[src/rtl/mac_pkg.sv]
// Shared definitions for the MAC accumulation stage: product width,
// accumulator FSM states and the count-width helper.
package mac_pkg;

  localparam int PROD_W = 16;

  typedef enum logic {
    ST_ACC  = 1'b0,
    ST_HOLD = 1'b1
  } state_t;

  // Ceiling log2; clog2(1) = 0.
  function automatic int clog2(input int value);
    int width;
    width = 0;
    while ((1 << width) < value) width++;
    return width;
  endfunction

  // Bits needed to hold a term count in the range 0..n_terms.
  function automatic int cnt_width(input int n_terms);
    int width;
    width = clog2(n_terms + 1);
    return (width < 1) ? 1 : width;
  endfunction

endpackage

[src/rtl/mac_sat_add.sv]
// ACC_W-bit unsigned accumulate adder with carry-out overflow flag.
// Define MAC_ACC_SATURATE_EN to clamp the sum at all-ones on overflow instead of wrapping.
module mac_sat_add
  import mac_pkg::*;
#(
  parameter int ACC_W = 24
) (
  input  logic [ACC_W-1:0]  acc,
  input  logic [PROD_W-1:0] prod,
  output logic [ACC_W-1:0]  sum,
  output logic              ovf
);

  logic [ACC_W:0] full_sum;

  // One extra bit captures the carry out of the accumulator's MSB.
  assign full_sum = {1'b0, acc} + {{(ACC_W + 1 - PROD_W){1'b0}}, prod};
  assign ovf      = full_sum[ACC_W];

`ifdef MAC_ACC_SATURATE_EN
  // Once clamped, any further non-zero product overflows again and re-clamps.
  assign sum = ovf ? {ACC_W{1'b1}} : full_sum[ACC_W-1:0];
`else
  assign sum = full_sum[ACC_W-1:0];
`endif

endmodule

[src/rtl/mac_accumulator.sv]
// Accumulates unsigned 16-bit products into an ACC_W-bit sum and presents one result
// per N_TERMS products (or per in_last). Saturation option: MAC_ACC_SATURATE_EN.
module mac_accumulator
  import mac_pkg::*;
#(
  parameter  int ACC_W   = 24,
  parameter  int N_TERMS = 9,
  localparam int CNT_W   = cnt_width(N_TERMS)
) (
  input  logic              clk,
  input  logic              rst,
  input  logic              in_valid,
  output logic              in_ready,
  input  logic [PROD_W-1:0] in_prod,
  input  logic              in_last,
  output logic              out_valid,
  input  logic              out_ready,
  output logic [ACC_W-1:0]  out_acc,
  output logic              out_ovf,
  output logic [CNT_W-1:0]  out_cnt
);

  localparam logic [CNT_W-1:0] CNT_LAST = CNT_W'(N_TERMS);

  if (ACC_W < PROD_W) begin : g_acc_w_check
    $error("mac_accumulator: ACC_W must be at least PROD_W");
  end
  if (N_TERMS < 1) begin : g_n_terms_check
    $error("mac_accumulator: N_TERMS must be at least 1");
  end

  state_t           state;
  logic [ACC_W-1:0] acc;
  logic [ACC_W-1:0] acc_sum;
  logic [CNT_W-1:0] cnt;
  logic [CNT_W-1:0] cnt_inc;
  logic             ovf;
  logic             add_ovf;
  logic             accept;
  logic             close;

  mac_sat_add #(
    .ACC_W (ACC_W)
  ) u_add (
    .acc  (acc),
    .prod (in_prod),
    .sum  (acc_sum),
    .ovf  (add_ovf)
  );

  // Ready is decoded from the state register only, so out_ready never reaches in_ready.
  assign in_ready = (state == ST_ACC);

  // NOTE: every always_comb output is fully assigned on each pass, so no latch is inferred.
  always_comb begin
    accept  = in_valid && in_ready;
    cnt_inc = cnt + CNT_W'(1);
    close   = accept && (in_last || (cnt_inc == CNT_LAST));
  end

  // NOTE: sequential state uses non-blocking assignments so all registers update together.
  always_ff @(posedge clk or posedge rst) begin
    if (rst) begin
      state     <= ST_ACC;
      acc       <= '0;
      cnt       <= '0;
      ovf       <= 1'b0;
      out_valid <= 1'b0;
      out_acc   <= '0;
      out_ovf   <= 1'b0;
      out_cnt   <= '0;
    end else begin
      case (state)
        ST_ACC: begin
          if (accept) begin
            acc <= acc_sum;
            cnt <= cnt_inc;
            ovf <= ovf | add_ovf;
            // A last flag on the final term is a single close.
            if (close) begin
              out_acc   <= acc_sum;
              out_ovf   <= ovf | add_ovf;
              out_cnt   <= cnt_inc;
              out_valid <= 1'b1;
              state     <= ST_HOLD;
            end
          end
        end
        ST_HOLD: begin
          if (out_ready) begin
            out_valid <= 1'b0;
            acc       <= '0;
            cnt       <= '0;
            ovf       <= 1'b0;
            state     <= ST_ACC;
          end
        end
        default: state <= ST_ACC;
      endcase
    end
  end

endmodule
[config.mk]
export PLATFORM = sky130hd
export DESIGN_NAME = mac_accumulator
export DESIGN_NICKNAME = d
export VERILOG_FILES = /design/src/rtl/mac_pkg.sv /design/src/rtl/mac_sat_add.sv /design/src/rtl/mac_accumulator.sv
export SDC_FILE = /design/constraint.sdc
export NUM_CORES = 1
export LEC_CHECK = 0
export BUFFER_PORTS_ARGS = -buffer_cell sky130_fd_sc_hd__buf_2
export CAP_MARGIN = 0
export CORE_ASPECT_RATIO = 1.75
export CORE_MARGIN = 5
export CORE_UTILIZATION = 35
export CTS_BUF_LIST = sky130_fd_sc_hd__clkbuf_8 sky130_fd_sc_hd__clkbuf_16
export CTS_CLUSTER_DIAMETER = 120
export CTS_CLUSTER_SIZE = 25
export DETAILED_ROUTE_END_ITERATION = 10
export PLACE_DENSITY = 0.54
export SYNTH_ARGS = -nofsm -noshare
export SYNTH_HDL_FRONTEND = slang
export SYNTH_SLANG_ARGS = --single-unit
[constraint.sdc]
create_clock -name clk -period 2.6 [get_ports clk]
set_input_delay 0.65 -clock clk [delete_from_list [all_inputs] [get_ports clk]]
set_output_delay 0.65 -clock clk [all_outputs]
set_load 0.005 [all_outputs]
Yosys cells after proc, flatten, opt, wreduce, memory -nomap -nowiden

Index checks and enable logic that the tools add are counted.
Widths: inputs -> output; s select.

Output and inout port bits: 31
Input bits: 21
Register bits: 60
Logic and storage cells: 38

Add/sub/neg operators: 2
Eq/ne operators: 4
Mux-type cells: 16
Bitwise operators: 2
Reduce and logical (&&, ||, !) cells: 6

Operators by type and width:

| kind                | number |
|---|---|
| $mux 24             | 2 |
| $pmux 24 s2         | 1 |
| $add 24x16->25      | 1 |
| $mux 4              | 2 |
| $pmux 4 s2          | 1 |
| $mux 1              | 7 |
| $pmux 1 s2          | 3 |
| $reduce_and 3->1    | 2 |
| $add 4x1->4 const B | 1 |
| $eq 4x4->1 const B  | 1 |
| $ne 2x1->1 const B  | 2 |
| $logic_and 1x1->1   | 2 |
| $ne 2x2->1 const B  | 1 |
| $reduce_and 2->1    | 1 |
| $logic_or 1x1->1    | 1 |
| $not 1->1           | 1 |
| $or 1x1->1          | 1 |

Longest topological paths before layout

Gate-level depths: netlist of the first run.

Depth in word-level cells: 7
Gate-level depth with buffers: 10
Gate-level depth less buffers: 9

By module

Synthesis of the first run repeated with hierarchy kept, for this count alone.

Cells, all modules: 313
Area, all modules: 3420.8 µm²

Modules (own cells, without submodules):

| module          | instances | seq. area each (µm²) | cells each | area each (µm²) |
|---|---|---|---|---|
| mac_accumulator | 1         | 1501.4               | 160        | 2341.0 |
| mac_sat_add     | 1         | 0.0                  | 153        | 1079.8 |

Least setup slack after synthesis of the first run

OpenSTA, ideal clock, no wires.

Path type: input -> register
From: input port in_prod[0]
To: register out_acc[22]
Data required time: 2.531 ns
Buffers on the path: 0
Slack: -0.252 ns
Stages: 9
Setup time: 0.069 ns
Arrival: 2.783 ns
Cells stage by stage: ha_1 > inv_1 > fa_1 > nand2b_1 > a2111oi_4 > a211oi_2 > o311a_4 > or4_1 > nand3_1

Word-level cells in the longest chain between the ends: 1

Ends and longest elaborated chain:

| element              | line                  | RTL |
|---|---|---|
| start, declared      | mac_accumulator.sv:14 | `input logic [PROD_W-1:0] in_prod,` |
| $add 24x16->25       | mac_sat_add.sv:17     | `assign full_sum = {1'b0, acc} + {{(ACC_W + 1 - PROD_W){1'b0}}, prod};` |
| end signal, assigned | mac_accumulator.sv:81 | `out_acc <= acc_sum;` |
| end, declared        | mac_accumulator.sv:18 | `output logic [ACC_W-1:0] out_acc,` |

No other way between the ends.
A chain may end at the register's enable or synchronous reset.

Worst setup path in the final report of the first run

Same ends and word-level chain as after synthesis.

==> results.sh, run 1 <==
export IMPL_status="finished clean"
export IMPL_cts_resized=0
export IMPL_critPathKind="in2reg"
export IMPL_synthToLayoutAreaGrowth_pct=29.1
export IMPL_n_antenna_cell=0
export IMPL_grt_pass1_wl_um=16600
export IMPL_cts_root_buf="clkbuf_16"
export IMPL_drv_slew=0
export IMPL_antenna_found_initial=0
export IMPL_path_max_fanout=3
export IMPL_synth_seq_area_share=0.414
export IMPL_synth_edf_count=0
export IMPL_synth_cell_area_um2=3630
export IMPL_period_minus_slack_ns=2.48
export IMPL_synth_ff_type="dfrtp_1"
export IMPL_grt_pass1_vias=3436
export IMPL_drv_cap=0
export IMPL_avgSynthCellArea_um2=9.19
export IMPL_finalSetupViolations=0
export IMPL_rows=49
export IMPL_path_delay_family="compound AO/OA/AOI/OAI gates"
export IMPL_fin_skew_ns=0.00458
export IMPL_drtIter0Drc=160
export IMPL_fill_cells=1006
export IMPL_wirelength_um=9900
export IMPL_clock_sinks=60
export IMPL_seqPwrFrac=0.287
export IMPL_yosys_warnings=0
export IMPL_hold_slack_ns=0.312
export IMPL_synthCells=395
export IMPL_clk_pin_slew_worst_paths_ns=0.06
export IMPL_place_congestion=0.817
export IMPL_place_ws_ns=-0.258
export IMPL_grt_total_usage=0.170
export IMPL_htreeDepth=3
export IMPL_cp_arrival_ns=2.74
export IMPL_coreArea_um2=10200
export IMPL_start_util=0.355
export IMPL_switchingPower_uw=1890
export IMPL_fin_ws_ns=0.123
export IMPL_slew_headroom=0.655
export IMPL_fin_crit_sh=0.953
export IMPL_cts_tree="yes"
export IMPL_wl_per_cell_um=16.0
export IMPL_p_sw_frac=0.371
export IMPL_synth_seq_cells=60
export IMPL_end_kind="flip-flop"
export IMPL_nNetsFinal=526
export IMPL_worstSetupStartpointType="primary input"
export IMPL_async_reset_ff_frac=1.00
export IMPL_dieArea_um2=12600
export IMPL_vdd_drop_max_mv=0.423
export IMPL_post_cts_setup_buffers=0
export IMPL_viasPerCell=5.23
export IMPL_die_y_um=145
export IMPL_drc=0
export IMPL_grt_overflow_total=0
export IMPL_clock_fmax_mhz=404
export IMPL_portBuffers=51
export IMPL_layout_commonest_cell="dfrtp_1"
export IMPL_hpwl_um=7430
export IMPL_drt_first_pass_iters=4
export IMPL_hold_class="in2async"
export IMPL_leakage_uw=0.00219
export IMPL_finalHoldViolations=0
export IMPL_p_int_uw=3210
export IMPL_hold_buffers=0
export IMPL_cp_slowest_cell="or4_1"
export IMPL_die_w_um=87.0
export IMPL_io_pins=52
export IMPL_drtAntennaViolNets=0
export IMPL_crit_required_ns=2.87
export IMPL_grt_max_degree=43
export IMPL_crit_chain="buf_2 -> ha_2 -> inv_1 -> fa_2 -> nand2b_4 -> a2111oi_4 -> a211oi_2 -> o311a_4 -> or4_1 -> nand3_1"
export IMPL_clk_path_buf_depth=2
export IMPL_clockPowerShare=0.238
export IMPL_critPathBufInv=2
export IMPL_power_frac_comb=0.474
export IMPL_yosys_cell_types_count=57
export IMPL_powerDensity_nw_per_um2=1090
export IMPL_insertion_delay_ns=0.33
export IMPL_synth_fp_nets=435
export IMPL_rsz0062_at_grt="false"
export IMPL_vias=3234
export IMPL_worstMarginPinSlew_ns=0.514
export IMPL_cts_buffers_inserted=9
export IMPL_final_cell_mix="dfrtp_1 (60), nand2_1 (57), buf_2 (51)"
export IMPL_final_layout_size_suffix_gt1_frac=0.293
export IMPL_cpPeakStageDelay_ns=0.46
[power groups by stage]
stage               sequential [uW]  clock, uW  combinational, uW
floorplan                      1440          0               1500
global placement               1470          0               2390
detailed placement             1480          0               2430
CTS                            1470       1240               2450
global route                   1510       1280               2700
finish                         1470       1220               2420
[logic make-up (layout without fill, tap and decap cells)]
| group | count (synthesis) | in the layout | synth area share |
|---|---|---|---|
| AOI/OAI and AO/OA | 115 | 115 | 0.221 |
| adders and majority gates | 19 | 19 | 0.0676 |
| xor gates and xnor gates | 14 | 14 | 0.0338 |
| DFF | 60 | 60 | 0.414 |
| buffers and inverters | 36 | 132 | 0.0431 |
| muxes | 8 | 8 | 0.0245 |
| and+or+nand+nor | 143 | 143 | 0.197 |
[layout make-up]
class                      instances  area, um^2  share of cell area
inverter                          13        48.8              0.0104
sequential                        60        1500               0.321
timing repair buffer             103         683               0.146
multi-input combinational        299        1990               0.425
clock inverter                     6        63.8              0.0136
tap                              127         159              0.0339
clock buffer                      10         239              0.0510
[synth_stat cells (10+ instances only)]
cell type  count  area, um^2
nand2_1       57         214
inv_1         13        48.8
nand3_1       16        80.1
a21oi_1       21         105
o21ai_0       28         140
nor2_1        15        56.3
dfrtp_1       60        1500
ha_1          18         225
clkbuf_1      12        45.0
nand4_1       11        68.8
a22o_1        10        87.6
[stage by stage]
stage	power, uW	TNS, ns	cell area (um^2)	util	cells
3_5_place_dp	3910	-2.62	4370	0.427	602
5_1_grt	5500	0	4680	0.458	618
4_1_cts	5160	0	4680	0.457	618
3_3_place_gp	3860	-2.25	4370	0.427	602
6_report	5110	0	4680	0.458	618
2_1_floorplan	2950	-0.0643	3640	-	395
[flip-flops by register name, indices dropped and copies added (netlist names)]
signal	count
cnt	4
out_ovf	1
acc	24
out_valid	1
out_acc	24
out_cnt	4
state	1
ovf	1
[worst reg2reg max path, stage by stage, from the launching register on]
cell and delay (ns):
dfrtp_1 0.36, ha_2 0.19, inv_1 0.05, fa_2 0.34, nand2b_4 0.17, a2111oi_4 0.31
a211oi_2 0.09, o311a_4 0.33, or4_1 0.46, nand3_1 0.09
[layer usage]
metal	global-route usage	up-vias	part of all wire
met5	0	-	0
met4	0.0731	0	0.023
met3	0.0351	15	0.031
met2	0.307	52	0.53
met1	0.191	1545	0.41
li1	-	1622	-
[worst paths after layout]
kind                            start          end  slack, ns  cells past startpoint
hold reg to reg            out_cnt[1]   out_cnt[1]       0.47                      2
setup / recovery           in_prod[0]  out_acc[22]       0.12                     10
max in group asynchronous         rst      acc[11]       1.71                      3
min in group clk           out_cnt[1]   out_cnt[1]       0.47                      2
setup reg to reg               acc[0]  out_acc[22]       0.16                      9
hold / removal                    rst   out_acc[4]       0.31                      2
(Power assumes the default switching activity.)
==> inputs of run 2 (changes only) <==
--- a/config.mk
+++ b/config.mk
@@ -5,6 +5,7 @@
 export SDC_FILE = /design/constraint.sdc
 export NUM_CORES = 1
 export LEC_CHECK = 0
+export ABC_AREA = 1
 export BUFFER_PORTS_ARGS = -buffer_cell sky130_fd_sc_hd__buf_2
 export CAP_MARGIN = 0
 export CORE_ASPECT_RATIO = 1.75
==> run 2 against run 1 <==
Combinational power decreased by 9.1%; via count increased by 5.2%; worst setup slack improved by 0.33 ns; hold slack improved by 0.038 ns; clock skew increased by 0.00080 ns; critical path type unchanged; largest cell class unchanged; largest power group unchanged.
==> results.sh, run 2 <==
export IMPL_rr_startpoint="acc[0]"
export IMPL_drv_cap=0
export IMPL_period_minus_slack_ns=2.14
export IMPL_synth_cells_most_frequent="nand2_1 (249), inv_1 (65), dfrtp_1 (60)"
export IMPL_io_pins=52
export IMPL_avgSynthCellArea_um2=6.96
export IMPL_dieArea_um2=12800
export IMPL_wl_per_cell_um=14.2
export IMPL_leakage_uw=0.00255
export IMPL_coreArea_um2=10300
export IMPL_synth_seq_area_share=0.406
export IMPL_synthMostInstantiatedCell="nand2_1"
export IMPL_synth_area_leader_cell="dfrtp_1"
export IMPL_fin_crit_sh=0.824
export IMPL_grt_max_degree=36
export IMPL_finalSetupViolations=0
export IMPL_powerDensity_nw_per_um2=1100
export IMPL_cts_tree="yes"
export IMPL_insertion_delay_ns=0.33
export IMPL_grt_pass1_wl_um=17200
export IMPL_clk_path_buf_depth=2
export IMPL_synth_top_area_share=0.406
export IMPL_synth_cell_area_um2=3690
export IMPL_drt_first_pass_iters=4
export IMPL_cts_root_buf="clkbuf_16"
export IMPL_finalHoldViolations=0
export IMPL_rsz0062_at_grt="false"
export IMPL_clk_pin_slew_worst_paths_ns=0.05
export IMPL_hpwl_um=7930
export IMPL_antenna_found_initial=0
export IMPL_hold_class="in2async"
export IMPL_path_max_fanout=4
export IMPL_cts_resized=0
export IMPL_grt_overflow_total=0
export IMPL_htreeDepth=3
export IMPL_nNetsFinal=632
export IMPL_die_y_um=146
export IMPL_fin_cells=722
export IMPL_fill_cells=1116
export IMPL_synthToLayoutAreaGrowth_pct=19.6
export IMPL_post_cts_setup_buffers=0
export IMPL_grt_total_usage=0.174
export IMPL_hold_buffers=0
export IMPL_worstMarginPinSlew_ns=0.640
export IMPL_yosys_warnings=0
export IMPL_status="finished clean"
export IMPL_final_layout_size_suffix_gt1_frac=0.139
export IMPL_vdd_drop_max_mv=0.452
export IMPL_drtIter0Drc=159
export IMPL_synth_edf_count=0
export IMPL_drv_slew=0
export IMPL_yosys_cell_types_count=28
export IMPL_drtAntennaViolNets=0
export IMPL_final_cell_mix="nand2_1 (249), inv_1 (65), dfrtp_1 (60)"
export IMPL_synth_area_leaders="dfrtp_1 (41%), nand2_1 (25%), inv_1 (6.6%), ha_1 (6.1%), nand3_1 (4.7%)"
export IMPL_synth_ff_type="dfrtp_1"
export IMPL_clock_sinks=60
export IMPL_end_kind="flip-flop"
export IMPL_synth_fp_nets=571
export IMPL_critPathKind="in2reg"
export IMPL_slew_headroom=0.573
export IMPL_synth_seq_cells=60
export IMPL_crit_required_ns=2.82
export IMPL_grt_pass1_vias=3592
export IMPL_vias=3402
export IMPL_worstSetupStartpoint="in_prod[0]"
export IMPL_fin_skew_ns=0.00538
export IMPL_n_antenna_cell=0
export IMPL_synthCells=531
export IMPL_start_util=0.359
export IMPL_final_setup_tns_ns=0
export IMPL_wirelength_um=10200
export IMPL_async_reset_ff_frac=1.00
export IMPL_clock_fmax_mhz=467
export IMPL_cts_buffers_inserted=9
export IMPL_die_w_um=87.7
export IMPL_cp_arrival_ns=2.36
export IMPL_place_congestion=0.899
export IMPL_layout_commonest_cell="nand2_1"
export IMPL_largest_registers="acc x24, out_acc x24"
export IMPL_viasPerCell=4.71
export IMPL_portBuffers=51
export IMPL_worstSetupStartpointType="primary input"
export IMPL_drc=0
export IMPL_dp_cells=708
export IMPL_rows=49
-- run 2: cell count changes after synthesis, moves of 14 or more --
| cell | change |
|---|---|
| inv_1 | +52 |
| nand2_1 | +192 |
| nand3_1 | +19 |
| nor2_1 | +14 |
| o21ai_0 | -21 |
-- run 2: cells by family after synthesis --
logic type | Yosys count | share of synthesized area
flops | 60 | 0.406
xor+xnor | 12 | 0.0305
fa+ha+maj | 19 | 0.0664
buf+inv | 78 | 0.0816
simple gates | 331 | 0.362
compound gates | 31 | 0.0532
-- run 2: metrics by stage --
| stage | power [uW] | area (um^2) | setup slack, ns | hold WS [ns] | utilization |
|---|---|---|---|---|---|
| floorplan | 3010 | 3690 | 0.465 | 0.453 | - |
| global placement | 3690 | 4130 | 0.164 | 0.452 | 0.401 |
| detailed placement | 3720 | 4130 | 0.120 | 0.457 | 0.401 |
| CTS | 4950 | 4420 | 0.473 | 0.362 | 0.429 |
| global route | 5310 | 4420 | 0.319 | 0.390 | 0.429 |
| finish | 4880 | 4420 | 0.458 | 0.350 | 0.429 |
-- run 2: final cells by class --
type | instances | area (um^2) | share of cell area
clock buffer | 11 | 253 | 0.0572
clock inverter | 3 | 38.8 | 0.00878
inverter | 69 | 259 | 0.0586
multi-input combinational | 393 | 1890 | 0.428
sequential | 60 | 1500 | 0.340
tap | 127 | 159 | 0.0360
timing repair buffer | 59 | 315 | 0.0714
-- run 2: final timing paths --
kind / depth (start not counted) / slack [ns] / to
max in group asynchronous: 3 / 1.55 / out_acc[9]
min in group clk: 2 / 0.47 / out_acc[15]
worst max-delay path: 14 / 0.46 / out_acc[20]
worst max register to register: 13 / 0.52 / out_acc[20]
worst min-delay path: 2 / 0.35 / out_cnt[2]
worst min register to register: 2 / 0.47 / out_acc[15]
-- run 2: worst max-delay path, cell delays in order --
cell     delay [ns]
buf_2          0.09
ha_1           0.18
inv_1          0.07
fa_1           0.40
inv_1          0.12
nand3_1        0.08
nand2_1        0.13
nand2_1        0.07
nand2_1        0.12
nand2_1        0.09
nand2_1        0.12
nand3_1        0.10
nand3_1        0.10
nand2_1        0.05
-- run 2: power by group --
| group | switching, uW | leakage (uW) | internal (uW) | total, uW |
|---|---|---|---|---|
| Sequential | 205 | 0.000773 | 1280 | 1490 |
| Clock | 413 | 0.000149 | 777 | 1190 |
| Combinational | 1390 | 0.00163 | 810 | 2200 |
-- run 2: per-layer routing --
layer	vias to the layer above	part of all wire	GRT usage
li1	1769	-	-
met1	1557	0.40	0.188
met2	60	0.54	0.315
met3	16	0.035	0.0380
met4	0	0.025	0.0707
met5	-	0	0
